--- config.mk ---
export PLATFORM = sky130hd
export DESIGN_NAME = parking_display_ctrl
export DESIGN_NICKNAME = d
export VERILOG_FILES = /design/src/rtl/parking_pkg.sv /design/src/rtl/parking_display_ctrl_debouncer.sv /design/src/rtl/parking_display_ctrl.sv
export SDC_FILE = /design/constraint.sdc
export NUM_CORES = 1
export LEC_CHECK = 0
export CAP_MARGIN = 20
export CORE_MARGIN = 2
export CORE_UTILIZATION = 45
export CTS_CLUSTER_DIAMETER = 100
export DETAILED_ROUTE_END_ITERATION = 12
export GPL_ROUTABILITY_DRIVEN = 0
export MAX_ROUTING_LAYER = met4
export PLACE_DENSITY_LB_ADDON = 0.12
export SYNTH_ARGS = -nofsm -noshare
export SYNTH_HDL_FRONTEND = slang
export SYNTH_HIERARCHICAL = 1
export SYNTH_SLANG_ARGS = --single-unit
--- constraint.sdc ---
create_clock -name clk -period 10.55 [get_ports clk]
set_clock_uncertainty 0.2 [all_clocks]
set_input_delay 1.5825 -clock clk [delete_from_list [all_inputs] [get_ports clk]]
set_output_delay 1.5825 -clock clk [all_outputs]
set_load 0.02 [all_outputs]
--- src/rtl/parking_pkg.sv ---
// rtl/parking_pkg.sv - seven-segment patterns and sizing helpers for the parking display
package parking_pkg;

   // Active-low {g,f,e,d,c,b,a}
   localparam logic [6:0] SEG_0     = 7'b1000000;
   localparam logic [6:0] SEG_1     = 7'b1111001;
   localparam logic [6:0] SEG_2     = 7'b0100100;
   localparam logic [6:0] SEG_3     = 7'b0110000;
   localparam logic [6:0] SEG_4     = 7'b0011001;
   localparam logic [6:0] SEG_5     = 7'b0010010;
   localparam logic [6:0] SEG_6     = 7'b0000010;
   localparam logic [6:0] SEG_7     = 7'b1111000;
   localparam logic [6:0] SEG_8     = 7'b0000000;
   localparam logic [6:0] SEG_9     = 7'b0010000;
   localparam logic [6:0] SEG_BLANK = 7'b1111111;
   localparam logic [6:0] SEG_DASH  = 7'b0111111;

   function automatic logic [6:0] digit_to_seg(input logic [6:0] d);
      case (d)
         7'd0:    digit_to_seg = SEG_0;
         7'd1:    digit_to_seg = SEG_1;
         7'd2:    digit_to_seg = SEG_2;
         7'd3:    digit_to_seg = SEG_3;
         7'd4:    digit_to_seg = SEG_4;
         7'd5:    digit_to_seg = SEG_5;
         7'd6:    digit_to_seg = SEG_6;
         7'd7:    digit_to_seg = SEG_7;
         7'd8:    digit_to_seg = SEG_8;
         7'd9:    digit_to_seg = SEG_9;
         default: digit_to_seg = SEG_BLANK;
      endcase
   endfunction

   function automatic int refresh_width(input int div);
      return (div > 2) ? $clog2(div) : 1;
   endfunction

   localparam int REFRESH_DIV_DEFAULT = 100000;
   localparam int REFRESH_W_DEFAULT   = refresh_width(REFRESH_DIV_DEFAULT);

endpackage

--- src/rtl/parking_display_ctrl_debouncer.sv ---
// rtl/parking_display_ctrl_debouncer.sv - per-slot 2-flop synchroniser and debounce filter
module slot_debouncer #(
   parameter int DEBOUNCE_CYCLES = 4
) (
   input  logic clk,
   input  logic rst,
   input  logic raw,
   output logic filtered
);
   localparam int CW = (DEBOUNCE_CYCLES > 1) ? $clog2(DEBOUNCE_CYCLES) : 1;
   localparam logic [CW-1:0] CNT_LAST = CW'(DEBOUNCE_CYCLES - 1);

   logic          meta;
   logic          sync;
   logic [CW-1:0] cnt;

   // The counter tracks consecutive samples disagreeing with the filtered bit
   always_ff @(posedge clk or posedge rst) begin
      if (rst) begin
         meta     <= 1'b0;
         sync     <= 1'b0;
         cnt      <= '0;
         filtered <= 1'b0;
      end else begin
         meta <= raw;
         sync <= meta;
         if (sync == filtered) begin
            cnt <= '0;
         end else if (cnt == CNT_LAST) begin
            filtered <= sync;
            cnt      <= '0;
         end else begin
            cnt <= cnt + CW'(1);
         end
      end
   end

endmodule

--- src/rtl/parking_display_ctrl.sv ---
// rtl/parking_display_ctrl.sv - parking occupancy status and 4-digit multiplexed display driver
module parking_display_ctrl
   import parking_pkg::*;
#(
   parameter int N_SLOTS         = 15,
   parameter int DEBOUNCE_CYCLES = 4,
   parameter int REFRESH_DIV     = 100000
) (
   input  logic               clk,
   input  logic               rst,
   input  logic [N_SLOTS-1:0] cars,
   output logic [6:0]         vacant_slot,
   output logic [6:0]         free_count,
   output logic               full,
   output logic [6:0]         seg,
   output logic [3:0]         an
);
   localparam int RW = refresh_width(REFRESH_DIV);
   localparam logic [RW-1:0] REFRESH_LAST = RW'(REFRESH_DIV - 1);

   logic [N_SLOTS-1:0] filtered;

   for (genvar i = 0; i < N_SLOTS; i++) begin : g_slot
      slot_debouncer #(.DEBOUNCE_CYCLES(DEBOUNCE_CYCLES)) u_deb (
         .clk      (clk),
         .rst      (rst),
         .raw      (cars[i]),
         .filtered (filtered[i])
      );
   end

   logic [6:0] lowest_free;
   logic [6:0] n_free;
   logic       found;

   always_comb begin
      lowest_free = '0;
      n_free      = '0;
      found       = 1'b0;
      for (int i = 0; i < N_SLOTS; i++) begin
         if (!filtered[i]) begin
            n_free = n_free + 7'd1;
            if (!found) begin
               lowest_free = 7'(i + 1);
               found       = 1'b1;
            end
         end
      end
   end

   always_ff @(posedge clk or posedge rst) begin
      if (rst) begin
         vacant_slot <= 7'd1;
         free_count  <= 7'(N_SLOTS);
         full        <= 1'b0;
      end else begin
         vacant_slot <= lowest_free;
         free_count  <= n_free;
         full        <= (n_free == 7'd0);
      end
   end

   logic [RW-1:0] refresh_cnt;
   logic [1:0]    digit_idx;
   logic [1:0]    digit_next;
   logic          wrap;
   logic [6:0]    vs_tens, vs_ones, fc_tens, fc_ones;
   logic [6:0]    seg_next;

   // seg is built for the digit that will be lit after this edge, so an and seg switch together
   always_comb begin
      wrap       = (refresh_cnt == REFRESH_LAST);
      digit_next = wrap ? digit_idx + 2'd1 : digit_idx;
      vs_tens    = vacant_slot / 7'd10;
      vs_ones    = vacant_slot % 7'd10;
      fc_tens    = free_count / 7'd10;
      fc_ones    = free_count % 7'd10;
      seg_next   = SEG_BLANK;
      case (digit_next)
         2'd0:    seg_next = full ? SEG_DASH : digit_to_seg(vs_ones);
         2'd1:    seg_next = full ? SEG_DASH :
                             (vs_tens == 7'd0) ? SEG_BLANK : digit_to_seg(vs_tens);
         2'd2:    seg_next = digit_to_seg(fc_ones);
         default: seg_next = (fc_tens == 7'd0) ? SEG_BLANK : digit_to_seg(fc_tens);
      endcase
   end

   always_ff @(posedge clk or posedge rst) begin
      if (rst) begin
         refresh_cnt <= '0;
         digit_idx   <= 2'd0;
         an          <= 4'b1110;
         seg         <= SEG_1;
      end else begin
         refresh_cnt <= wrap ? '0 : refresh_cnt + RW'(1);
         digit_idx   <= digit_next;
         an          <= ~(4'b0001 << digit_next);
         seg         <= seg_next;
      end
   end

endmodule

# Word-level counts from Yosys, hierarchy flattened
# Memories as Yosys holds them, arrays and structs flattened.
# Cells that the tools add are included.
[op_classes]
eq_ne = 33
n_addsub = 31
n_shift = 1
bitwise_logic = 16
n_mux = 98
reduce_logical = 23
div = 4
[ops]
columns = ["cell", "count"]
rows = [
  ["two-way mux 7 bit", 50],
  ["adder 7 x 1 -> 7 bit (second input constant)", 14],
  ["two-way mux 2 bit", 31],
  ["adder 2 x 1 -> 2 bit (second input constant)", 16],
  ["equality test 2 bit (second input constant)", 16],
  ["AND reduction 2 bit", 15],
  ["logical NOT 7 bit", 3],
  ["case mux 7 bit (3 select lines)", 1],
  ["adder 17 x 1 -> 17 bit (second input constant)", 1],
  ["equality test 17 bit (second input constant)", 1],
  ["two-way mux 17 bit", 1],
  ["equality test 1 bit", 15],
  ["two-way mux 1 bit", 15],
  ["inverter 1 bit", 15],
  ["divider 7 x 4 -> 7 bit (second input constant)", 2],
  ["modulo 7 x 4 -> 7 bit (second input constant)", 2],
  ["logical NOT 3 bit", 4],
  ["inverter 4 bit", 1],
  ["left shift 1 x 2 -> 4 bit (first input constant)", 1],
  ["equality test 2 x 1 -> 1 bit (second input constant)", 1],
  ["logical NOT 2 bit", 1],
]
[totals]
ff_bits = 120
rom_bits = 448
elab_cells = 277
n_memories = 4
inputBits = 17
[mem_list]
columns = ["name", "depth", "word_bits", "rd", "rd_clocked_by_memory_dff", "wr", "line_no", "text"]
rows = [
  ["(no name shown)", 16, 7, 1, 0, 0, "parking_pkg.sv:19", "case (d)"],
  ["(no name shown)", 16, 7, 1, 0, 0, "parking_pkg.sv:19", ""],
  ["(no name shown)", 16, 7, 1, 0, 0, "parking_pkg.sv:19", ""],
  ["(no name shown)", 16, 7, 1, 0, 0, "parking_pkg.sv:19", ""],
]

# Longest topological paths before layout
[logic_depth]
ltp_word = 30
depth_mapped = 41
depth_no_buf = 41

# By module
# Netlist, hierarchy kept.
[by_module_without_submodules]
columns = ["mod", "instances", "cells_per_inst", "area_each_um2"]
rows = [
  ["parking_display_ctrl", 1, 651, 5183.7],
  ["slot_debouncer", 15, 11, 177.7],
]

# Worst setup path after synthesis
# Ideal clock, no wire load.
[synth_path]
kind = "reg2reg"
startpoint = "register g_slot[0].u_deb.filtered"
endpoint = "register full"
required_time_ns = 10.262
path_stages_with_launch = 42
arrival_ns = 7.609
path_buffers = 1
path_slack_ns = 2.653
period_less_slack_ns = 7.897
cell_sequence = "dfrtp_1 inv_1 ha_1 buf_2 xnor2_1 ha_1 nor2_1 a21oi_1 nor2_1 a21oi_1 xnor2_1 o21ai_0 ha_1 o211ai_1 xnor2_1 o21ai_0 ha_1 nand2b_1 (+6 left out) o21ai_0 xnor2_1 mux2_2 ha_1 nor2b_1 a311o_1 ha_1 nor2_1 nor2_1 ha_1 nor2b_1 xnor2_1 xnor2_1 xnor2_1 or3_1 nor2_1 mux2i_1 nor3b_1"
[synth_between]
elab_chain_cells = 30
[synth_lines]
columns = ["element", "line_no", "text"]
rows = [
  ["start, declared", "parking_display_ctrl_debouncer.sv:8", "output logic filtered"],
  ["start signal, assigned", "parking_display_ctrl_debouncer.sv:30", "filtered <= sync;"],
  ["two-way mux 1 bit (*)", "parking_display_ctrl.sv:41", "if (!filtered[i]) begin"],
  ["adder 7 x 1 -> 7 bit", "parking_display_ctrl.sv:42", "n_free = n_free + 7'd1;"],
  ["two-way mux 7 bit (*)", "parking_display_ctrl.sv:41", ""],
  ["adder 7 x 1 -> 7 bit", "parking_display_ctrl.sv:42", ""],
  ["two-way mux 7 bit (*)", "parking_display_ctrl.sv:41", ""],
  ["adder 7 x 1 -> 7 bit", "parking_display_ctrl.sv:42", ""],
  ["two-way mux 7 bit (*)", "parking_display_ctrl.sv:41", ""],
  ["adder 7 x 1 -> 7 bit", "parking_display_ctrl.sv:42", ""],
  ["(+14 left out)", "-", ""],
  ["two-way mux 7 bit (*)", "parking_display_ctrl.sv:41", ""],
  ["adder 7 x 1 -> 7 bit", "parking_display_ctrl.sv:42", ""],
  ["two-way mux 7 bit (*)", "parking_display_ctrl.sv:41", ""],
  ["adder 7 x 1 -> 7 bit", "parking_display_ctrl.sv:42", ""],
  ["two-way mux 7 bit (*)", "parking_display_ctrl.sv:41", ""],
  ["adder 7 x 1 -> 7 bit", "parking_display_ctrl.sv:42", ""],
  ["two-way mux 7 bit (*)", "parking_display_ctrl.sv:41", ""],
  ["logical NOT 7 bit (*)", "parking_display_ctrl.sv:59", "full <= (n_free == 7'd0);"],
  ["end signal, assigned", "parking_display_ctrl.sv:59", ""],
  ["end, declared", "parking_display_ctrl.sv:14", "output logic full,"],
]
# Mark *: on every way between the ends. The rest lies on a longest branch, timed or not.
# A chain may end at the register's enable or synchronous reset.

# Final worst setup path
# Ends and elaborated chain as after synthesis.

==> impl_results.md <==
* Die Area at 18500 µm²
* Root buffer cell: clkbuf_16
* Dpl ws at roughly 1.6 ns
* CTS tree: yes
* N_diodes at 0
* Post-DP HPWL at around 12000 µm
* Yosys warning count at 6
* Site Rows at 48
* Commonest non-fill, non-tap cells in the layout: dfrtp_1 (104), xnor2_1 (66), ha_1 (57), nor2_1 (56), inv_1 (52)
* Layout cells sized above 1 at roughly 12%
* Starting Density at 45.7%
* Primary FF master, synth: dfrtp_1
* Startpoint Class: flop
* Post-CTS Setup Bufs at 0
* Slew Limit Headroom at between 40% and 50%
* Post-Syn Instances at around 800
* Worst-path clk slew at 0.05 ns
* Worst r2r src: g_slot[0].u_deb/filtered$_DFFE_PP0P_
* Post-Synth Simple-Gate Area at a little under a fifth
* Setup CP Type: flop to flop
* Clock Path Buffers at 2
* Synth Area in Adders at a little under a tenth
* CP endpoint kind: flop
* Post-Syn Area at about 7800 µm²
* Final Hold Viols at 0
* Worst Hold Depth at 0
* Largest family of logic cells by synthesized area: simple AND/OR/NAND/NOR gates
* Async S/R FF share, synth at 100%
* Reg2reg end: full$_DFF_PP0_
* Critical path's slowest cell: dfrtp_1
* Post-synth EDFFs at 0
* Vias/cell at around 5.4
* CP max stage delay at ~0.48 ns
* MaxCap Viol Count at 0
* Final number of setup-violating endpoints at 0
* P&R area growth vs syn at 14.2%
* Clk sinks at 117
* Unrepaired setup endpoints after global routing: false
* Hold Crit Class: flop to flop
* Reg2Reg Depth at 40
* PortBufs at 39
* WP data required at between 10 and 15 ns
* Vias at between 5000 and 6000
* Status: completed
* Gr usage total at 18.5%
* Fin crit share at 86.1%
* DR pass1 iterations at 5
* Number of synthesized register bits at between 100 and 150
* Post-Synth XOR/XNOR Area at about an eighth
* Mux share of post-synthesis cell area at under 10%
* IO Pins at between 40 and 50
* Syn Area/Cell at 9.62 µm²
* Setup TNS at 0 ns
* Register area share after synthesis at a little under two fifths
* CORE AREA at roughly 17000 µm²
* Max Freq at between 100 and 150 MHz
* Hold_buf cts at 0
* R2R Setup Slk at ~1.5 ns
* Arr. time, crit path at a little over 9 ns
* DRT Wirelength at ~15000 µm
* Cell variety after synth at 76
* Global-route wire length before repair at around 27000 µm
* Largest net degree at the start of global routing at 43
* CTS resizes at 0
* Die Y at between 100 and 150 µm
* Max-slew violations at 0
* Min Tclk post-route at between 9 and 10 ns
* DIE WIDTH at around 140 µm
* Hold path endpoint: g_slot[12].u_deb/sync$_DFF_PP0_
* Antenna Nets Post-Route at 0
* Wire per inst at between 10 and 15 µm
* H-tree levels at 4
* Final nets at between 900 and 1000
* Crit-path most repeated cell: xnor2_1
* Initial antenna violation count at 0
* Worst-Margin Slew at roughly 0.83 ns
* Synth Area in Compound Gates at between 10% and 20%
* Final WS setup at roughly 1.5 ns
* Skew-Pair Late Insertion Delay at between 0.4 and 0.5 ns
* Vias in the first global route at roughly 5800
* Initial drt markers at ~340
* DRC at 0
* Worst-path fanout max at 9
* Remaining global-route overflow at 0
* Worst hold start: g_slot[12].u_deb/meta$_DFF_PP0_
* Most common cell after layout, fill and taps aside: dfrtp_1
* Num CTS Buffers at 17
[stage by stage]
stage	utilization [%]	area [µm²]	hold slack, ns	instances
after floorplan	-	7860	0.131	818
after global placement	48.9	8400	0.133	1051
after detailed placement	48.9	8400	0.138	1051
after CTS	52.2	8970	0.149	1083
after global routing	52.2	8970	0.156	1083
final	52.2	8970	0.146	1083
[flip-flops by register name, summed over array words and instances, names as in the netlist]
name,cells
refresh_cnt,17
g_slot.u_deb/meta,15
seg,7
g_slot.u_deb/sync,15
g_slot.u_deb/cnt,30
g_slot.u_deb/filtered,15
vacant_slot,4
full,1
an,4
digit_idx,2
free_count,7
[per-layer routing]
metal  part of all wire (%)  vias up  track usage [%]
li1                       -     2891                -
met4                   0.89        0             5.03
met1                     46     2833             22.8
met2                     49      115             30.4
met3                    3.6       11             4.25
met5                      0        -                -
[worst max-delay path by stage]
| stage | start | end | cells after the start |
|---|---|---|---|
| after global routing | g_slot[0].u_deb/filtered$_DFFE_PP0P_ | full$_DFF_PP0_ | 40 |
| final | g_slot[0].u_deb/filtered$_DFFE_PP0P_ | full$_DFF_PP0_ | 40 |
| after detailed placement | g_slot[0].u_deb/filtered$_DFFE_PP0P_ | full$_DFF_PP0_ | 40 |
| after global placement | g_slot[0].u_deb/filtered$_DFFE_PP0P_ | full$_DFF_PP0_ | 40 |
| after CTS | g_slot[0].u_deb/filtered$_DFFE_PP0P_ | full$_DFF_PP0_ | 40 |
| after floorplan | g_slot[0].u_deb/filtered$_DFFE_PP0P_ | full$_DFF_PP0_ | 41 |
[critical path, delay by kind of cell (launching register included)]
family	cells	cell delay [ns]
XOR/XNOR	9	1.86
buffers and inverters	1	0.12
AO/OA/AOI/OAI	11	2.27
AND/OR/NAND/NOR	9	1.12
adder cells (fa/ha/maj)	8	2.55
multiplexers	2	0.39
flip-flops	1	0.48
[Yosys cell counts, types with 9 or more instances]
library cell	n	share of area, %
nand2_1	49	2.3
dfstp_2	13	4.4
nand2b_1	19	1.5
nor3_1	9	0.57
o21ai_0	37	2.4
inv_1	52	2.5
nor2b_1	30	2.4
nand4_1	9	0.72
ha_1	57	9.1
mux2i_1	10	1.3
dfrtp_1	104	33
nor2_1	56	2.7
mux2_2	22	3.2
nand3_1	30	1.9
nor3_2	16	2.0
a31oi_1	12	0.96
and3_1	9	0.72
o22ai_1	11	0.88
clkbuf_1	23	1.1
xnor2_1	66	7.4
xor2_1	21	2.3
a21oi_1	44	2.8
[area by class of cell]
type | instances | area, µm²
timing repair buffer | 42 | 413
sequential | 117 | 2940
clock inverter | 8 | 103
multi-input combinational | 614 | 4560
fill | 1552 | 8210
clock buffer | 24 | 462
tap | 225 | 282
inverter | 53 | 199
[cell families after synthesis]
group	after synthesis
buf+inv	87
fa+ha+maj	58
xor+xnor	99
flops	117
simple gates	259
compound gates	163
mux	32
other cells	1
Power is not shown: default switching activity piles up to over one toggle a cycle in this logic, so the estimate is an artifact.
